**config.mk**
```make
export PLATFORM = sky130hd
export DESIGN_NAME = mem_port_arb
export DESIGN_NICKNAME = d
export VERILOG_FILES = /design/src/rtl/mem_port_arb.sv
export SDC_FILE = /design/constraint.sdc
export NUM_CORES = 1
export LEC_CHECK = 0
export ABC_AREA = 1
export CAP_MARGIN = 20
export CORE_AREA = 2 2 181 183
export DETAILED_ROUTE_END_ITERATION = 12
export DIE_AREA = 0 0 183 185
export PLACE_DENSITY = 0.57
export REMOVE_ABC_BUFFERS = 1
export SLEW_MARGIN = 20
export SYNTH_ARGS = -nofsm -noshare
export SYNTH_HDL_FRONTEND = slang
export SYNTH_SLANG_ARGS = --single-unit
```
**constraint.sdc**
```tcl
create_clock -name clk -period 1.4 [get_ports clk]
set_input_delay 0.28 -clock clk [delete_from_list [all_inputs] [get_ports clk]]
set_output_delay 0.28 -clock clk [all_outputs]
set_load 0.005 [all_outputs]
```
**src/rtl/mem_port_arb.sv**
```systemverilog
// Round-robin arbiter/sequencer for the shared unified memory port (fetch vs load/store).
// Optional MEM_PORT_ARB_LOCK_EN: d_lock keeps the port with the data requester across accesses.
module mem_port_arb #(
  parameter int N = 64
) (
  input  logic         clk,
  input  logic         reset_n,
  input  logic         i_valid,
  input  logic [31:0]  i_adr,
  output logic         i_ready,
  output logic         i_rvalid,
  output logic [31:0]  i_rdata,
  input  logic         d_valid,
  input  logic [N-1:0] d_adr,
  input  logic [1:0]   d_wtype,
  input  logic         d_rtype,
  input  logic [N-1:0] d_wdata,
  input  logic         d_lock,
  output logic         d_ready,
  output logic         d_rvalid,
  output logic [N-1:0] d_rdata,
  output logic         mem_en,
  output logic [1:0]   mem_we,
  output logic [N-1:0] mem_adr,
  output logic [N-1:0] mem_wdata,
  input  logic [N-1:0] mem_rdata
);

  typedef enum logic [1:0] {IDLE, ACC, RESP} state_t;
  localparam logic OWN_I = 1'b0;
  localparam logic OWN_D = 1'b1;

  state_t         state, state_nx;
  logic [N-1:0]   adr_q, wdata_q;
  logic [1:0]     we_q;
  logic           rtype_q, owner_q, last_grant;
  logic           grant_i, grant_d, locked;
  logic [31:0]    half;

`ifdef MEM_PORT_ARB_LOCK_EN
  logic lock_q;

  always_ff @(posedge clk or negedge reset_n) begin
    if (!reset_n) begin
      lock_q <= 1'b0;
      locked <= 1'b0;
    end else begin
      if (d_ready) lock_q <= d_lock;
      // lock state follows the flag of each completing data access
      if (state == RESP && owner_q == OWN_D) locked <= lock_q;
    end
  end
`else
  logic unused_lock;
  assign unused_lock = d_lock;
  assign locked      = 1'b0;
`endif

  // data wins unless fetch alone, or data went last on a tie; lock shuts fetch out
  assign grant_d = d_valid & (~i_valid | (last_grant == OWN_I) | locked);
  assign grant_i = i_valid & ~grant_d & ~locked;

  always_ff @(posedge clk or negedge reset_n) begin
    if (!reset_n) begin
      state      <= IDLE;
      adr_q      <= '0;
      wdata_q    <= '0;
      we_q       <= 2'd0;
      rtype_q    <= 1'b0;
      owner_q    <= OWN_I;
      last_grant <= OWN_I;
    end else begin
      state <= state_nx;
      if (d_ready) begin
        adr_q      <= d_adr;
        wdata_q    <= d_wdata;
        we_q       <= d_wtype;
        rtype_q    <= d_rtype;
        owner_q    <= OWN_D;
        last_grant <= OWN_D;
      end else if (i_ready) begin
        adr_q      <= {{(N-32){1'b0}}, i_adr};
        wdata_q    <= '0;
        we_q       <= 2'd0;
        rtype_q    <= 1'b0;
        owner_q    <= OWN_I;
        last_grant <= OWN_I;
      end
    end
  end

  // big-endian: address bit 2 clear selects the upper half
  assign half = adr_q[2] ? mem_rdata[31:0] : mem_rdata[63:32];

  always_comb begin
    state_nx  = state;
    i_ready   = 1'b0;
    d_ready   = 1'b0;
    i_rvalid  = 1'b0;
    d_rvalid  = 1'b0;
    i_rdata   = '0;
    d_rdata   = '0;
    mem_en    = 1'b0;
    mem_we    = 2'd0;
    mem_adr   = '0;
    mem_wdata = '0;
    case (state)
      IDLE: begin
        i_ready = reset_n & grant_i;
        d_ready = reset_n & grant_d;
        if (i_ready || d_ready) state_nx = ACC;
      end
      ACC: begin
        mem_en    = 1'b1;
        mem_we    = we_q;
        mem_adr   = adr_q;
        mem_wdata = wdata_q;
        state_nx  = RESP;
      end
      RESP: begin
        if (owner_q == OWN_I) begin
          i_rvalid = 1'b1;
          i_rdata  = half;
        end else begin
          d_rvalid = 1'b1;
          if (we_q == 2'd0) d_rdata = rtype_q ? mem_rdata : {{(N-32){1'b0}}, half};
        end
        state_nx = IDLE;
      end
      default: state_nx = IDLE;
    endcase
  end

endmodule

```
==> impl_metrics.toml <==
[setup_path]
cp.depth = 7
endpoint_kind = "output port"
ff2ff_path_depth = 10
crit_type = "flip-flop to output port"
cp.required_ns = 1.12
cp.arrival_ns = 2.08
crit_path_top_delay_cell = "clkdlybuf4s50_1"
path_buf_inv = 5
worstSetupStartpointType = "flip-flop"
cp_slowest_stage_delay_ns = 0.52
cp_top_family = "buffers and inverters"
cp_cell_sequence = "inv_2 > buf_6 > nor2_4 > inv_6 > buf_16 > nor2_1 > clkdlybuf4s50_1"
worstPathMaxFanout = 52

[global_routing]
grt_pass1_vias = 9371
track_usage_pct = 19.8
overflow = 0
antenna_found_initial = 2
grt_max_degree = 53
grt_pass1_wl_um = 51700

[power]
power.density_nw_per_um2 = 1380
leakagePower_nw = 7.54
report.power.total_mw = 20.5
p_sw_share_pct = 38.9
p_seq_share_pct = 29.3
clkPwrFrac_pct = 22.2
p_int_mw = 12.5
vdd_drop_max_v = 0.000740
p_switching_mw = 7.97
pwr-share-comb_pct = 48.5

[clock_tree]
h-tree-depth = 4
path_clk_slew_ns = 0.07
cts_made_buffers = 17
cts_root_buf = "clkbuf_16"
clk_latency_ns = 0.43
cts.sinks = 134
clockBufferDepth = 2
tritoncts = "yes"

[place]
port-buffer-count = 461
place_ws_ns = -0.821
finalWeightedCongestion = 0.969
dp.cells = 2101
dp_hpwl_um = 24700

[sta]
rsz0062_at_grt = "true"
finClkSkew_ns = 0.00579
hold_violations = 32
period_minus_slack_ns = 2.36
totalNegativeSetupSlack_ns = -192.48
maxSlewHeadroom_pct = 57.3
fmax_mhz = 423
setup_viol = 362
setup_slack_ns = -0.963
timing.hold.ws_ns = -0.0172
report.final.slew_viol_count = 0
worst_slew_pin_slew_ns = 0.640
fin_crit_sh_pct = 169

[synthesis]
netlist_area_um2 = 7700
yosys.area.top_type_share_pct = 43.6
synth_cell_type_count = 17
synthTopCellsByArea = "dfrtp_1 (44%), nand2_1 (16%), inv_1 (13%), nor2_1 (10%), o21ai_0 (8.1%)"
yosysTopAreaCell = "dfrtp_1"
yosys.cell_count.top_type = "nand2_1"
synth_edf_count = 0
synth_common_cells = "nand2_1 (324), inv_1 (262), nor2_1 (206)"
syn_avg_cell_area_um2 = 6.41
synth_cells = 1201
ys_async_sr_fraction_pct = 100
synth-seq-cells = 134
synth-main-ff-cell = "dfrtp_1"
seq_area_frac_synth_pct = 43.6
ys_warn_count = 0

[floorplanning]
dieArea_um2 = 33900
die_w_um = 183
io_pins = 463
initial_core_util_pct = 24.0
rows = 66
fp.dieH_um = 185
core_area_um2 = 32000

[route]
wl_per_cell_um = 15.9
drc = 0
drt_first_iter_violations = 304
vias = 9407
routed_wl_um = 34700
vias_per_cell = 4.30
ant_nets = 0
first_pass_iters = 6

[finish]
fill_cells = 3219
areaGrowthSynthToFinish_pct = 92.8
final_cell_count_no_fill = 2186
post-route-util_pct = 46.3
nets = 1996
layout-drive-gt1-share_pct = 30.6

[outcome]
violations = "negative hold slack, negative setup slack"
outcome = "complete, but fails checks"

[min_path]
hp-class = "input pin to asynchronous set/reset pin"

[flow_run]
maxCapViolations = 0
through the flow:
step | hold WS [ns] | instance area [µm²]
after detailed placement | 0.441 | 13400
after CTS | -0.0270 | 14500
final | -0.0172 | 14800
after global placement | 0.440 | 13400
after floorplan | -0.0156 | 7380
after global routing | 0.0170 | 14800
area by class of cell:
| class | instances | area [µm²] | area share, % |
|---|---|---|---|
| flip-flops and latches | 134 | 3360 | 22.6 |
| repair inverters | 3 | 27.5 | 0.186 |
| clock inverters | 15 | 161 | 1.09 |
| inverters | 264 | 1020 | 6.85 |
| clock buffers | 17 | 425 | 2.87 |
| repair buffers | 610 | 5590 | 37.6 |
| multi-input cells | 734 | 3750 | 25.3 |
| diodes | 1 | 2.50 | 0.0169 |
| well taps | 408 | 510 | 3.44 |
sequential cells by signal, summed over array words and instances, names as in the netlist:
name	count
owner_q	1
we_q	2
adr_q	64
rtype_q	1
wdata_q	64
state	2
path summary, 6_finish.rpt:
| path | slack, ns | endpoint | from |
|---|---|---|---|
| worst min-delay path | -0.02 | rtype_q | reset_n |
| max in group asynchronous | 0.41 | adr_q[6] | reset_n |
| worst max register to register | -0.39 | adr_q[1] | state[1] |
| min in group clk | 0.36 | owner_q | reset_n |
| worst max-delay path | -0.96 | mem_adr[7] | state[0] |
| worst min register to register | 0.48 | adr_q[26] | adr_q[26] |
cell families after synthesis:
| logic type | Yosys count | synth area share [%] |
|---|---|---|
| simple gates | 570 | 28.8 |
| flops | 134 | 43.6 |
| buf+inv | 333 | 17.0 |
| compound gates | 164 | 10.7 |
layout by cell type, fill, tap and decap left out, drive strengths merged, types with 3 or more instances in the layout:
| master | count |
|---|---|
| buf | 263 |
| clkinvlp | 4 |
| clkbuf | 54 |
| nand2 | 326 |
| clkdlybuf4s15 | 48 |
| inv | 274 |
| dlygate4sd2 | 8 |
| a21oi | 28 |
| clkinv | 3 |
| nor2 | 208 |
| nand3 | 34 |
| dlymetal6s2s | 9 |
| dfrtp | 134 |
| clkdlybuf4s50 | 245 |
| o21ai | 136 |
power by group through the flow:
stage / registers, mW / clock network [mW] / logic [mW]
2_1_floorplan: 6.11 / 0 / 3.61
3_3_place_gp: 6.01 / 0 / 8.19
3_5_place_dp: 6.05 / 0 / 8.24
4_1_cts: 6.01 / 4.68 / 9.06
5_1_grt: 6.21 / 4.85 / 11.0
6_report: 6.01 / 4.55 / 9.92
per-layer routing:
metal	vias up	global-route usage [%]	wire length, µm
met5	-	0	13
met2	367	35.9	17800
met3	59	4.74	2300
li1	4637	-	-
met4	2	8.42	1160
met1	4342	22.1	13400
repair_timing:
item / 4_1_cts / 5_1_grt
resized for setup: 614 / 373
endpoints found under the setup margin: 362 / 363
pin swaps: 11 / 25
buffers inserted: 29 / 22
cloned: 7 / 2
endpoints found under the hold margin: 45 / 0
Note: power is estimated with default switching activity, not from simulation.
